### src/rtl/operand_forwarder.sv
// ID->EX operand register with EX/MEM forwarding and a one-bubble load-use stall sequence.
// Optional statistics counters are built only when OPERAND_FORWARDER_STATS_EN is defined.
module operand_forwarder #(
  parameter int XLEN = 32
) (
  input  logic            clk,
  input  logic            rst,
  input  logic            stall,
  input  logic            forwarding_EX_EX1,
  input  logic            forwarding_EX_EX2,
  input  logic            forwarding_MEM_EX1,
  input  logic            forwarding_MEM_EX2,
  input  logic            id_valid,
  input  logic [XLEN-1:0] id_rs1_data,
  input  logic [XLEN-1:0] id_rs2_data,
  input  logic [XLEN-1:0] ex_result,
  input  logic            ex_wb_en,
  input  logic [XLEN-1:0] mem_rdata,
  input  logic            mem_wb_en,
  output logic [XLEN-1:0] op1,
  output logic [XLEN-1:0] op2,
  output logic            ex_valid,
  output logic            if_hold,
  output logic [31:0]     stat_stall_cycles,
  output logic [31:0]     stat_fwd_events
);

  typedef enum logic {RUN, BUBBLE} state_t;

  state_t            state_q, state_d;
  logic              pend1_q, pend1_d, pend2_q, pend2_d;
  logic [XLEN-1:0]   op1_q, op1_d, op2_q, op2_d;
  logic              ex_valid_q, ex_valid_d;
  logic              use_ex1, use_ex2, use_mem1, use_mem2;
  logic [XLEN-1:0]   sel1, sel2;

  // A forwarding flag only counts when the producing stage actually writes back.
  assign use_ex1  = forwarding_EX_EX1  & ex_wb_en;
  assign use_ex2  = forwarding_EX_EX2  & ex_wb_en;
  assign use_mem1 = forwarding_MEM_EX1 & mem_wb_en;
  assign use_mem2 = forwarding_MEM_EX2 & mem_wb_en;

  assign sel1 = use_ex1 ? ex_result : (use_mem1 ? mem_rdata : id_rs1_data);
  assign sel2 = use_ex2 ? ex_result : (use_mem2 ? mem_rdata : id_rs2_data);

  assign if_hold = (state_q == RUN) & id_valid & stall;

  always_comb begin
    state_d    = state_q;
    pend1_d    = pend1_q;
    pend2_d    = pend2_q;
    op1_d      = op1_q;
    op2_d      = op2_q;
    ex_valid_d = 1'b0;
    case (state_q)
      RUN: begin
        if (id_valid && stall) begin
          pend1_d = forwarding_MEM_EX1;
          pend2_d = forwarding_MEM_EX2;
          op1_d   = '0;
          op2_d   = '0;
          state_d = BUBBLE;
        end else if (id_valid) begin
          op1_d      = sel1;
          op2_d      = sel2;
          ex_valid_d = 1'b1;
        end
      end
      BUBBLE: begin
        // Live stall/forward flags are ignored here so the held instruction issues exactly once.
        op1_d      = pend1_q ? mem_rdata : id_rs1_data;
        op2_d      = pend2_q ? mem_rdata : id_rs2_data;
        ex_valid_d = 1'b1;
        pend1_d    = 1'b0;
        pend2_d    = 1'b0;
        state_d    = RUN;
      end
      default: state_d = RUN;
    endcase
  end

  always_ff @(posedge clk) begin
    if (rst) begin
      state_q    <= RUN;
      pend1_q    <= 1'b0;
      pend2_q    <= 1'b0;
      op1_q      <= '0;
      op2_q      <= '0;
      ex_valid_q <= 1'b0;
    end else begin
      state_q    <= state_d;
      pend1_q    <= pend1_d;
      pend2_q    <= pend2_d;
      op1_q      <= op1_d;
      op2_q      <= op2_d;
      ex_valid_q <= ex_valid_d;
    end
  end

  assign op1      = op1_q;
  assign op2      = op2_q;
  assign ex_valid = ex_valid_q;

`ifdef OPERAND_FORWARDER_STATS_EN
  logic [31:0] stall_cnt_q, stall_cnt_d, fwd_cnt_q, fwd_cnt_d;
  logic [1:0]  fwd_inc;
  logic [32:0] fwd_sum;

  always_comb begin
    fwd_inc = 2'd0;
    if (state_q == BUBBLE)
      fwd_inc = {1'b0, pend1_q} + {1'b0, pend2_q};
    else if (id_valid && !stall)
      fwd_inc = {1'b0, use_ex1 | use_mem1} + {1'b0, use_ex2 | use_mem2};
  end

  assign fwd_sum     = {1'b0, fwd_cnt_q} + {31'd0, fwd_inc};
  assign fwd_cnt_d   = fwd_sum[32] ? 32'hFFFF_FFFF : fwd_sum[31:0];
  assign stall_cnt_d = (if_hold && stall_cnt_q != 32'hFFFF_FFFF) ? stall_cnt_q + 32'd1 : stall_cnt_q;

  always_ff @(posedge clk) begin
    if (rst) begin
      stall_cnt_q <= '0;
      fwd_cnt_q   <= '0;
    end else begin
      stall_cnt_q <= stall_cnt_d;
      fwd_cnt_q   <= fwd_cnt_d;
    end
  end

  assign stat_stall_cycles = stall_cnt_q;
  assign stat_fwd_events   = fwd_cnt_q;
`else
  assign stat_stall_cycles = 32'd0;
  assign stat_fwd_events   = 32'd0;
`endif

endmodule

### config.mk
export PLATFORM = sky130hd
export DESIGN_NAME = operand_forwarder
export DESIGN_NICKNAME = d
export VERILOG_FILES = /design/src/rtl/operand_forwarder.sv
export SDC_FILE = /design/constraint.sdc
export NUM_CORES = 1
export LEC_CHECK = 0
export ABC_AREA = 1
export CORE_MARGIN = 3
export CORE_UTILIZATION = 55
export DETAILED_ROUTE_END_ITERATION = 8
export DONT_BUFFER_PORTS = 1
export PLACE_DENSITY = 0.7
export REMOVE_ABC_BUFFERS = 1
export SETUP_SLACK_MARGIN = 0.4
export SYNTH_ARGS = -nofsm -noshare
export SYNTH_HDL_FRONTEND = slang
export SYNTH_SLANG_ARGS = --single-unit
### constraint.sdc
create_clock -name clk -period 2.25 [get_ports clk]
set_clock_uncertainty 0.15 [all_clocks]
set_input_delay 0.5625 -clock clk [delete_from_list [all_inputs] [get_ports clk]]
set_output_delay 0.5625 -clock clk [all_outputs]
set_load 0.02 [all_outputs]
==> run metrics <==
status finished clean; Cell Rows 36; setup violators final 0; Filler cells 1,054; pin count of the biggest net entering global routing 67; area leader, netlist dfxtp_1; Setup Crit Path Kind reg -> reg; initial antenna violation count 0; area grow syn2layout -1.33%; Synth area leaders dfxtp_1 (24%), nand2_1 (22%), a21oi_1 (11%); LEAKAGE 0.00273 µW; CP startpoint state_q; CP Max Fanout 66; die area 11,500 µm²; Max Clk Rate 596 MHz; synth warn 0; setup TNS 0 ps; Root Buffer clkbuf_8; Post-CTS Setup Inserts 0; via count 6,164; flops & latches, synth 68; Skew-Pair Late Insertion Delay 330 ps; H-tree depth 3; post_cts resized 0; Pre-antenna DRT Iters 5; VDD IR max 274 µV; Async SR Flop Fraction 0; worst r2r path cells 6; Die X 107 µm; CTS clock-pin slew for the worst setup and hold paths 70 ps; Post-Syn Instances 1,002; GPL Wtd Cong 0.798; pre-CTS WS 283 ps; critical path endpoint op1[11]; r2r startpoint state_q; Via density 5.67; Power Density 606 nW/µm²; Max Cap Violations 0; CTS buffer count 9; number of flops mapped to enable cells by yosys 0; Final WS setup 572 ps; total congestion overflow 0; GR Util All Layers 0.314; Worst Path Required 2320 ps; post-synthesis sequential area ratio 0.242; HP Class in -> reg; # hold bufs at CTS 0; Pins Over Slew Limit 0; synthesized area per cell 5.62 µm²; TritonCTS Sinks 68; DRC Markers 0; layout cells sized above 1 0.0440; final net count 1,088; diodes inserted 0; post-synth top area share 0.242; Setup crit end kind flop; R2R Path End op1[11]; final hold vios 0; DP HPWL 11,300 µm; Synth cell types 19; Reg2Reg Setup Slack 570 ps; global-route wire length before repair 29,300 µm; DR iter-0 viols 738; IO Port Bufs 0; final worst path period share 0.746; fin crit period 1680 ps; number of global-route vias before repair 5,538; max_slew headroom 0.445; CTS tree yes; drt wl/cell 17.0 µm; Arr. time, crit path 1750 ps; final WL 18,500 µm; post-layout util 0.563; clock buffer depth 2; ys flop type dfxtp_1; Hold WS 145 ps; RSZ-0062 raised after global routing no; die height 107 µm; startpoint types flop; effective utilization at floorplan 0.570; I/O Pins 268; Cell Area, Synth 5630 µm²; core area 9860 µm²; Final ANT Viol Nets 0; Worst-Margin Slew 833 ps
[Yosys cell counts, types with 2 or more instances]
library cell / n
nand2_1: 326
o31ai_1: 2
inv_1: 4
inv_2: 2
nand2_2: 3
o21ai_0: 53
a21oi_1: 128
o21ai_1: 11
nand3_1: 128
clkbuf_1: 20
nor2_1: 129
dfxtp_1: 68
buf_2: 48
buf_1: 4
buf_4: 72
[power by group]
group	internal, µW	total [µW]	switching (µW)
combinational	262	806	544
clock	555	1040	489
sequential	1310	1510	203
[registers in the layout, summed over array words and instances (netlist names)]
name	cells
op2	32
state_q	1
ex_valid	1
pend1_q	1
pend2_q	1
op1	32
[worst max-delay path, cell delays in order (launching register included)]
cell	delay, ps
dfxtp_2	390
inv_2	50
nand2_2	50
buf_4	550
nor2_1	120
nand2_1	100
a21oi_1	60
[worst min-delay path by stage]
stage,from,depth (start not counted),endpoint
final,rst,1,ex_valid
after global routing,rst,1,ex_valid
after global placement,state_q,2,ex_valid
after detailed placement,state_q,2,ex_valid
after CTS,rst,1,ex_valid
after floorplan,op1[0],2,op1[0]
[cell usage in the layout (no fill, tap or decap), types with 4 or more instances in the layout]
master and count:
nand2_1 326, a21oi_1 128, dfxtp_1 67, buf_4 15, buf_12 4, nand3_1 128
o21ai_1 11, conb_1 64, clkbuf_8 14, o21ai_0 53, nor2_1 128
[area by class of cell]
| class | instances | area [µm²] | area share |
|---|---|---|---|
| clock buffer | 16 | 200 | 0.0361 |
| timing repair buffer | 19 | 193 | 0.0347 |
| tap | 133 | 166 | 0.0300 |
| multi-input combinational | 846 | 3600 | 0.649 |
| inverter | 6 | 25.0 | 0.00451 |
| sequential | 68 | 1360 | 0.245 |
[stage by stage]
stage               instances  total power (µW)  instance area [µm²]
global placement         1072              2320                 5350
floorplan                 920              2130                 4980
detailed placement       1072              2330                 5350
finish                   1088              3360                 5550
global route             1088              3550                 5550
CTS                      1088              3360                 5550
[layer usage]
metal  track usage  share of wire
met1         0.408           0.38
met2         0.502           0.46
met3        0.0933           0.14
met4        0.0922          0.018
met5             0              0
[cells by family (layout without fill, tap and decap cells)]
kind of cell,after synthesis,after routing,synth area share
simple gates,587,587,0.422
compound gates,195,195,0.175
buf+inv,151,41,0.161
flops,68,68,0.242
other cells,1,64,0.000666
Power figures use the tool's default switching activity.
